### config.mk
export PLATFORM = sky130hd
export DESIGN_NAME = scroll_colour_gen
export DESIGN_NICKNAME = d
export VERILOG_FILES = /design/src/rtl/scroll_colour_gen_pkg.sv /design/src/rtl/scroll_colour_gen_prescaler.sv /design/src/rtl/scroll_colour_gen.sv
export SDC_FILE = /design/constraint.sdc
export NUM_CORES = 1
export LEC_CHECK = 0
export CELL_PAD_IN_SITES_DETAIL_PLACEMENT = 2
export CELL_PAD_IN_SITES_GLOBAL_PLACEMENT = 2
export CORE_MARGIN = 5
export CORE_UTILIZATION = 37
export CTS_BUF_LIST = sky130_fd_sc_hd__clkbuf_4 sky130_fd_sc_hd__clkbuf_8
export DETAILED_ROUTE_END_ITERATION = 8
export GPL_ROUTABILITY_DRIVEN = 1
export HOLD_SLACK_MARGIN = 0.12
export PLACE_DENSITY = 0.83
export REMOVE_ABC_BUFFERS = 1
export SLEW_MARGIN = 20
export SYNTH_ARGS = -nofsm -noshare
export SYNTH_HDL_FRONTEND = slang
export SYNTH_SLANG_ARGS = --single-unit
### constraint.sdc
create_clock -name pixel_clk -period 7.8 [get_ports pixel_clk]
set_clock_uncertainty 0.2 [all_clocks]
set_input_delay 1.56 -clock pixel_clk [delete_from_list [all_inputs] [get_ports pixel_clk]]
set_output_delay 1.56 -clock pixel_clk [all_outputs]
set_load 0.005 [all_outputs]
### src/rtl/scroll_colour_gen_pkg.sv
// Shared mode encodings and width helper for the scrolling colour generator.
package scroll_pkg;

  typedef enum logic [1:0] {
    MODE_COUNT = 2'd0,
    MODE_RR    = 2'd1,
    MODE_WALK  = 2'd2,
    MODE_HOLD  = 2'd3
  } mode_e;

  function automatic int unsigned calc_w(input int unsigned ch_bits,
                                         input int unsigned num_ch);
    return ch_bits * num_ch;
  endfunction

endpackage

### src/rtl/scroll_colour_gen_prescaler.sv
// Scroll-rate prescaler: emits a step whenever the counter reaches the programmed period.
module scroll_prescaler #(
  parameter int unsigned DIV_W = 16
) (
  input  logic             pixel_clk,
  input  logic             rst,
  input  logic             clear,
  input  logic             enable,
  input  logic [DIV_W-1:0] rate,
  output logic             step
);

  logic [DIV_W-1:0] r_cnt;
  logic             w_due;

  // >= so that lowering rate below the running count forces an immediate step
  assign w_due = (r_cnt >= rate);
  assign step  = enable & ~clear & w_due;

  always_ff @(posedge pixel_clk) begin
    if (rst) begin
      r_cnt <= DIV_W'(0);
    end else if (clear) begin
      r_cnt <= DIV_W'(0);
    end else if (enable) begin
      r_cnt <= w_due ? DIV_W'(0) : r_cnt + DIV_W'(1);
    end
  end

endmodule

### src/rtl/scroll_colour_gen.sv
// Scrolling colour word generator with count, round-robin, walking-one and hold modes.
module scroll_colour_gen
  import scroll_pkg::*;
#(
  parameter int unsigned CH_BITS = 3,
  parameter int unsigned NUM_CH  = 3,
  parameter int unsigned DIV_W   = 16,
  parameter logic [calc_w(CH_BITS, NUM_CH)-1:0] SEED = calc_w(CH_BITS, NUM_CH)'(1)
) (
  input  logic                              pixel_clk,
  input  logic                              rst,
  input  logic                              refresh,
  input  logic [DIV_W-1:0]                  rate,
  input  logic [1:0]                        mode,
  input  logic                              dir,
  output logic [calc_w(CH_BITS, NUM_CH)-1:0] colour,
  output logic                              tick,
  output logic                              wrap
);

  localparam int unsigned W     = calc_w(CH_BITS, NUM_CH);
  localparam int unsigned PTR_W = (NUM_CH > 1) ? $clog2(NUM_CH) : 1;

  mode_e              w_mode;
  logic               w_step;
  logic [W-1:0]       r_pattern;
  logic [PTR_W-1:0]   r_ptr;
  logic [W-1:0]       r_colour;
  logic               r_tick_pend;
  logic               r_wrap_pend;
  logic               r_tick;
  logic               r_wrap;

  logic [W-1:0]       w_pattern_nxt;
  logic [PTR_W-1:0]   w_ptr_nxt;
  logic               w_wrap_nxt;
  logic [CH_BITS-1:0] w_field;

  assign w_mode = mode_e'(mode);

  scroll_prescaler #(
    .DIV_W (DIV_W)
  ) u_prescaler (
    .pixel_clk (pixel_clk),
    .rst       (rst),
    .clear     (refresh),
    .enable    (w_mode != MODE_HOLD),
    .rate      (rate),
    .step      (w_step)
  );

  // Selected channel field for round-robin mode
  always_comb begin
    w_field = CH_BITS'(0);
    for (int i = 0; i < int'(NUM_CH); i++) begin
      if (r_ptr == PTR_W'(i)) begin
        w_field = r_pattern[i*CH_BITS +: CH_BITS];
      end
    end
  end

  // Next pattern, pointer and wrap flag for a step in the current mode
  always_comb begin
    w_pattern_nxt = r_pattern;
    w_ptr_nxt     = r_ptr;
    w_wrap_nxt    = 1'b0;
    case (w_mode)
      MODE_COUNT: begin
        if (dir) begin
          w_pattern_nxt = r_pattern + W'(1);
          w_wrap_nxt    = &r_pattern;
        end else begin
          w_pattern_nxt = r_pattern - W'(1);
          w_wrap_nxt    = (r_pattern == W'(0));
        end
      end
      MODE_RR: begin
        for (int i = 0; i < int'(NUM_CH); i++) begin
          if (r_ptr == PTR_W'(i)) begin
            w_pattern_nxt[i*CH_BITS +: CH_BITS] =
              dir ? w_field + CH_BITS'(1) : w_field - CH_BITS'(1);
          end
        end
        if (dir) begin
          w_wrap_nxt = (r_ptr == PTR_W'(NUM_CH - 1));
          w_ptr_nxt  = w_wrap_nxt ? PTR_W'(0) : r_ptr + PTR_W'(1);
        end else begin
          w_wrap_nxt = (r_ptr == PTR_W'(0));
          w_ptr_nxt  = w_wrap_nxt ? PTR_W'(NUM_CH - 1) : r_ptr - PTR_W'(1);
        end
      end
      MODE_WALK: begin
        // An all-zero pattern would walk forever as zero, so restart from one
        if (r_pattern == W'(0)) begin
          w_pattern_nxt = W'(1);
        end else if (dir) begin
          w_pattern_nxt = {r_pattern[W-2:0], r_pattern[W-1]};
          w_wrap_nxt    = r_pattern[W-1];
        end else begin
          w_pattern_nxt = {r_pattern[0], r_pattern[W-1:1]};
          w_wrap_nxt    = r_pattern[0];
        end
      end
      default: begin
        w_pattern_nxt = r_pattern;
      end
    endcase
  end

  // Pattern state plus output stage; status strobes are delayed one extra
  // cycle so they line up with the colour word that carries the step.
  always_ff @(posedge pixel_clk) begin
    if (rst || refresh) begin
      r_pattern   <= SEED;
      r_ptr       <= PTR_W'(0);
      r_colour    <= W'(0);
      r_tick_pend <= 1'b0;
      r_wrap_pend <= 1'b0;
      r_tick      <= 1'b0;
      r_wrap      <= 1'b0;
    end else begin
      r_colour    <= r_pattern;
      r_tick_pend <= w_step;
      r_wrap_pend <= w_step & w_wrap_nxt;
      r_tick      <= r_tick_pend;
      r_wrap      <= r_wrap_pend;
      if (w_step) begin
        r_pattern <= w_pattern_nxt;
        r_ptr     <= w_ptr_nxt;
      end
    end
  end

  assign colour = r_colour;
  assign tick   = r_tick;
  assign wrap   = r_wrap;

endmodule

==> impl_metrics.json <==
{
  "status": "completed",
  "power.density_mw_per_mm2": 135,
  "nNetsFinal": 423,
  "syn2layout_area_growth_pct": 18.5,
  "postLayoutCoreUtil": 0.454,
  "io_pins": 33,
  "multi_input_comb_area_mm2": 0.00182,
  "path_class": "in -> reg",
  "max-clock-path-buffers": 2,
  "clock_sinks": 40,
  "routed_wl_mm": 8.48,
  "final-hold-violation-count": 0,
  "worstPathArrival_ns": 4.94,
  "synth_cell_types": 52,
  "layout_min_cycle_time_ns": 4.94,
  "tightest_slew_ns": 0.943,
  "num_rows": 31,
  "cap_violations": 0,
  "drv_slew": 0,
  "yosysSeqAreaShare": 0.287,
  "core_region_area_mm2": 0.00729,
  "h-tree-depth": 2,
  "grt_max_degree": 21,
  "clock_latency_ns": 0.30,
  "wire_per_inst_um": 18.2,
  "ys_seq_elements": 40,
  "drt_iter0_drc": 123,
  "drt-vias-per-instance": 5.47,
  "grt_pass1_vias": 2802,
  "final_layout_size_suffix_gt1_frac": 0.0625,
  "initial_core_util": 0.383,
  "grt_pass1_wl_mm": 14.5,
  "yosysTopAreaCellShare": 0.287,
  "grt.total_usage": 0.187,
  "antenna_found_initial": 0,
  "portBuffers": 32,
  "whs_ns": 0.239,
  "drc": 0,
  "slew_headroom": 0.369,
  "num-fill-cells": 822,
  "postSynthAreaPerCell_um2": 8.23,
  "die_w_um": 96.9,
  "synth_cells": 339,
  "syn-cell-area_mm2": 0.00279,
  "die_y_um": 96.9,
  "cts_tree": "built",
  "rsz0062_at_grt": "no",
  "post-route-cell-area_mm2": 0.00331,
  "vias": 2554,
  "final-setup-viol-count": 0,
  "start_kind": "primary input",
  "place.gp.congestion": 0.810,
  "die-area_mm2": 0.00938,
  "root_buffer": "clkbuf_8",
  "synth_ff_type": "dfxtp_1",
  "setup-tns-final_ns": 0,
  "async_flop_share": 0,
  "critPathMaxFanout": 20,
  "yosysWarnings": 0,
  "p_leak_nw": 1.40,
  "finalCritPeriodShare": 0.633,
  "cts_buffers": 5,
  "dp_slack_ns": 2.55,
  "fin_cells": 467,
  "clkSlewWorstSetupHoldPaths_ns": 0.09,
  "dpl.hpwl_mm": 6.63,
  "dr.pass1.iters": 6,
  "setup_ws_ns": 2.86,
  "synth_edf_count": 0,
  "dpl_cell_area_mm2": 0.00319,
  "placed_cells": 459,
  "fmax_mhz": 202,
  "min_path_type": "reg -> reg",
  "ant_nets": 0,
  "critPathCaptureType": "flip-flop",
  "antenna_cells": 0,
  "holdBufCountCts": 0,
  "ys_top_cells_by_area": "dfxtp_1 29%, ha_1 14%, nor2_1 5.2%, inv_1 4.2%, xor2_1 3.8%",
  "postCtsSetupRepairBufs": 0,
  "regArea_um2": 801,
  "gr-total-overflow": 0,
  "ir_worst_vdd_mv": 0.0610,
  "cp.required_ns": 7.80,
  "synth_largest_area_cell": "dfxtp_1",
  "postCtsResizedCells": 0,
  "power.total_mw": 0.448
}
-- registers in the layout (all words and copies together), names as in the netlist --
name and count:
colour 9, r_pattern 9, r_ptr 2, r_tick_pend 1
r_wrap_pend 1, tick 1, u_prescaler.r_cnt 16, wrap 1
-- routing by layer --
layer  up-vias  routed length (um)  GRT usage
met5         -                   0          0
met4         0                  94     0.0454
li1       1230                   -          -
met1      1271                3850      0.239
met3        11                 258     0.0345
met2        42                4270      0.325
-- logic make-up after synthesis --
group,count (synthesis),synth area share
simple gates,115,0.204
compound gates,68,0.156
buf+inv,43,0.0614
flops,40,0.287
fa+ha+maj,34,0.158
xor+xnor,23,0.0722
mux,16,0.0619
-- cells in the mapped netlist (all sizes together), types with 4 or more instances --
cell and count:
nand2 25, ha 32, buf 4, nand4 6
or4 4, and2 8, xnor2 11, inv 31
dfxtp 40, a21oi 19, a31oi 6, clkbuf 8
nor2 39, nand3 7, nor3 8, o22ai 4
xor2 12, mux2 7, mux2i 9, o21ai 15
-- worst paths after layout --
path | from | end | slack [ns] | cells past startpoint
worst max-delay path | dir | r_pattern[6]$_SDFFE_PP0P_ | 2.86 | 9
worst max register to register | r_ptr[1]$_SDFFE_PP0P_ | r_pattern[8]$_SDFFE_PP0P_ | 4.90 | 10
worst min register to register | r_wrap_pend$_SDFF_PP0_ | wrap$_SDFF_PP0_ | 0.24 | 1
worst min-delay path | r_wrap_pend$_SDFF_PP0_ | wrap$_SDFF_PP0_ | 0.24 | 1
-- cell usage in the layout, fill, tap and decap left out, drive strengths merged, types with 3 or more instances in the layout --
cell / n
nand3: 7
dfxtp: 40
nand2: 25
mux2i: 9
nor2b: 3
and3: 3
nand3b: 3
clkbuf: 5
nor3: 8
mux2: 7
inv: 32
or4: 4
ha: 32
nand4: 6
xnor2: 11
o22ai: 4
o21ai: 15
o211ai: 3
a21oi: 19
and2: 8
xor2: 12
clkdlybuf4s50: 32
a211oi: 3
nor2: 39
a31oi: 6
-- where the power goes --
group	switching [mW]	total, mW	internal, mW
registers	0.000659	0.205	0.205
clock network	0.0857	0.182	0.0966
logic	0.0332	0.0600	0.0268
total	0.120	0.448	0.328
-- worst max-delay path, cell delays in order --
cell,delay [ns]
clkdlybuf4s50_1,1.09
inv_1,0.43
fa_1,0.57
a211oi_1,0.25
nor2_1,0.12
or4_1,0.40
a31oi_1,0.17
nor3_1,0.07
mux2_4,0.27
-- cell type report --
| class | instances | area share |
|---|---|---|
| repair buffers | 33 | 0.0991 |
| flip-flops and latches | 40 | 0.242 |
| clock buffers | 5 | 0.0208 |
| well taps | 99 | 0.0375 |
| inverters | 31 | 0.0352 |
| multi-input cells | 256 | 0.551 |
| clock inverters | 3 | 0.0140 |
(Power assumes the default switching activity.)
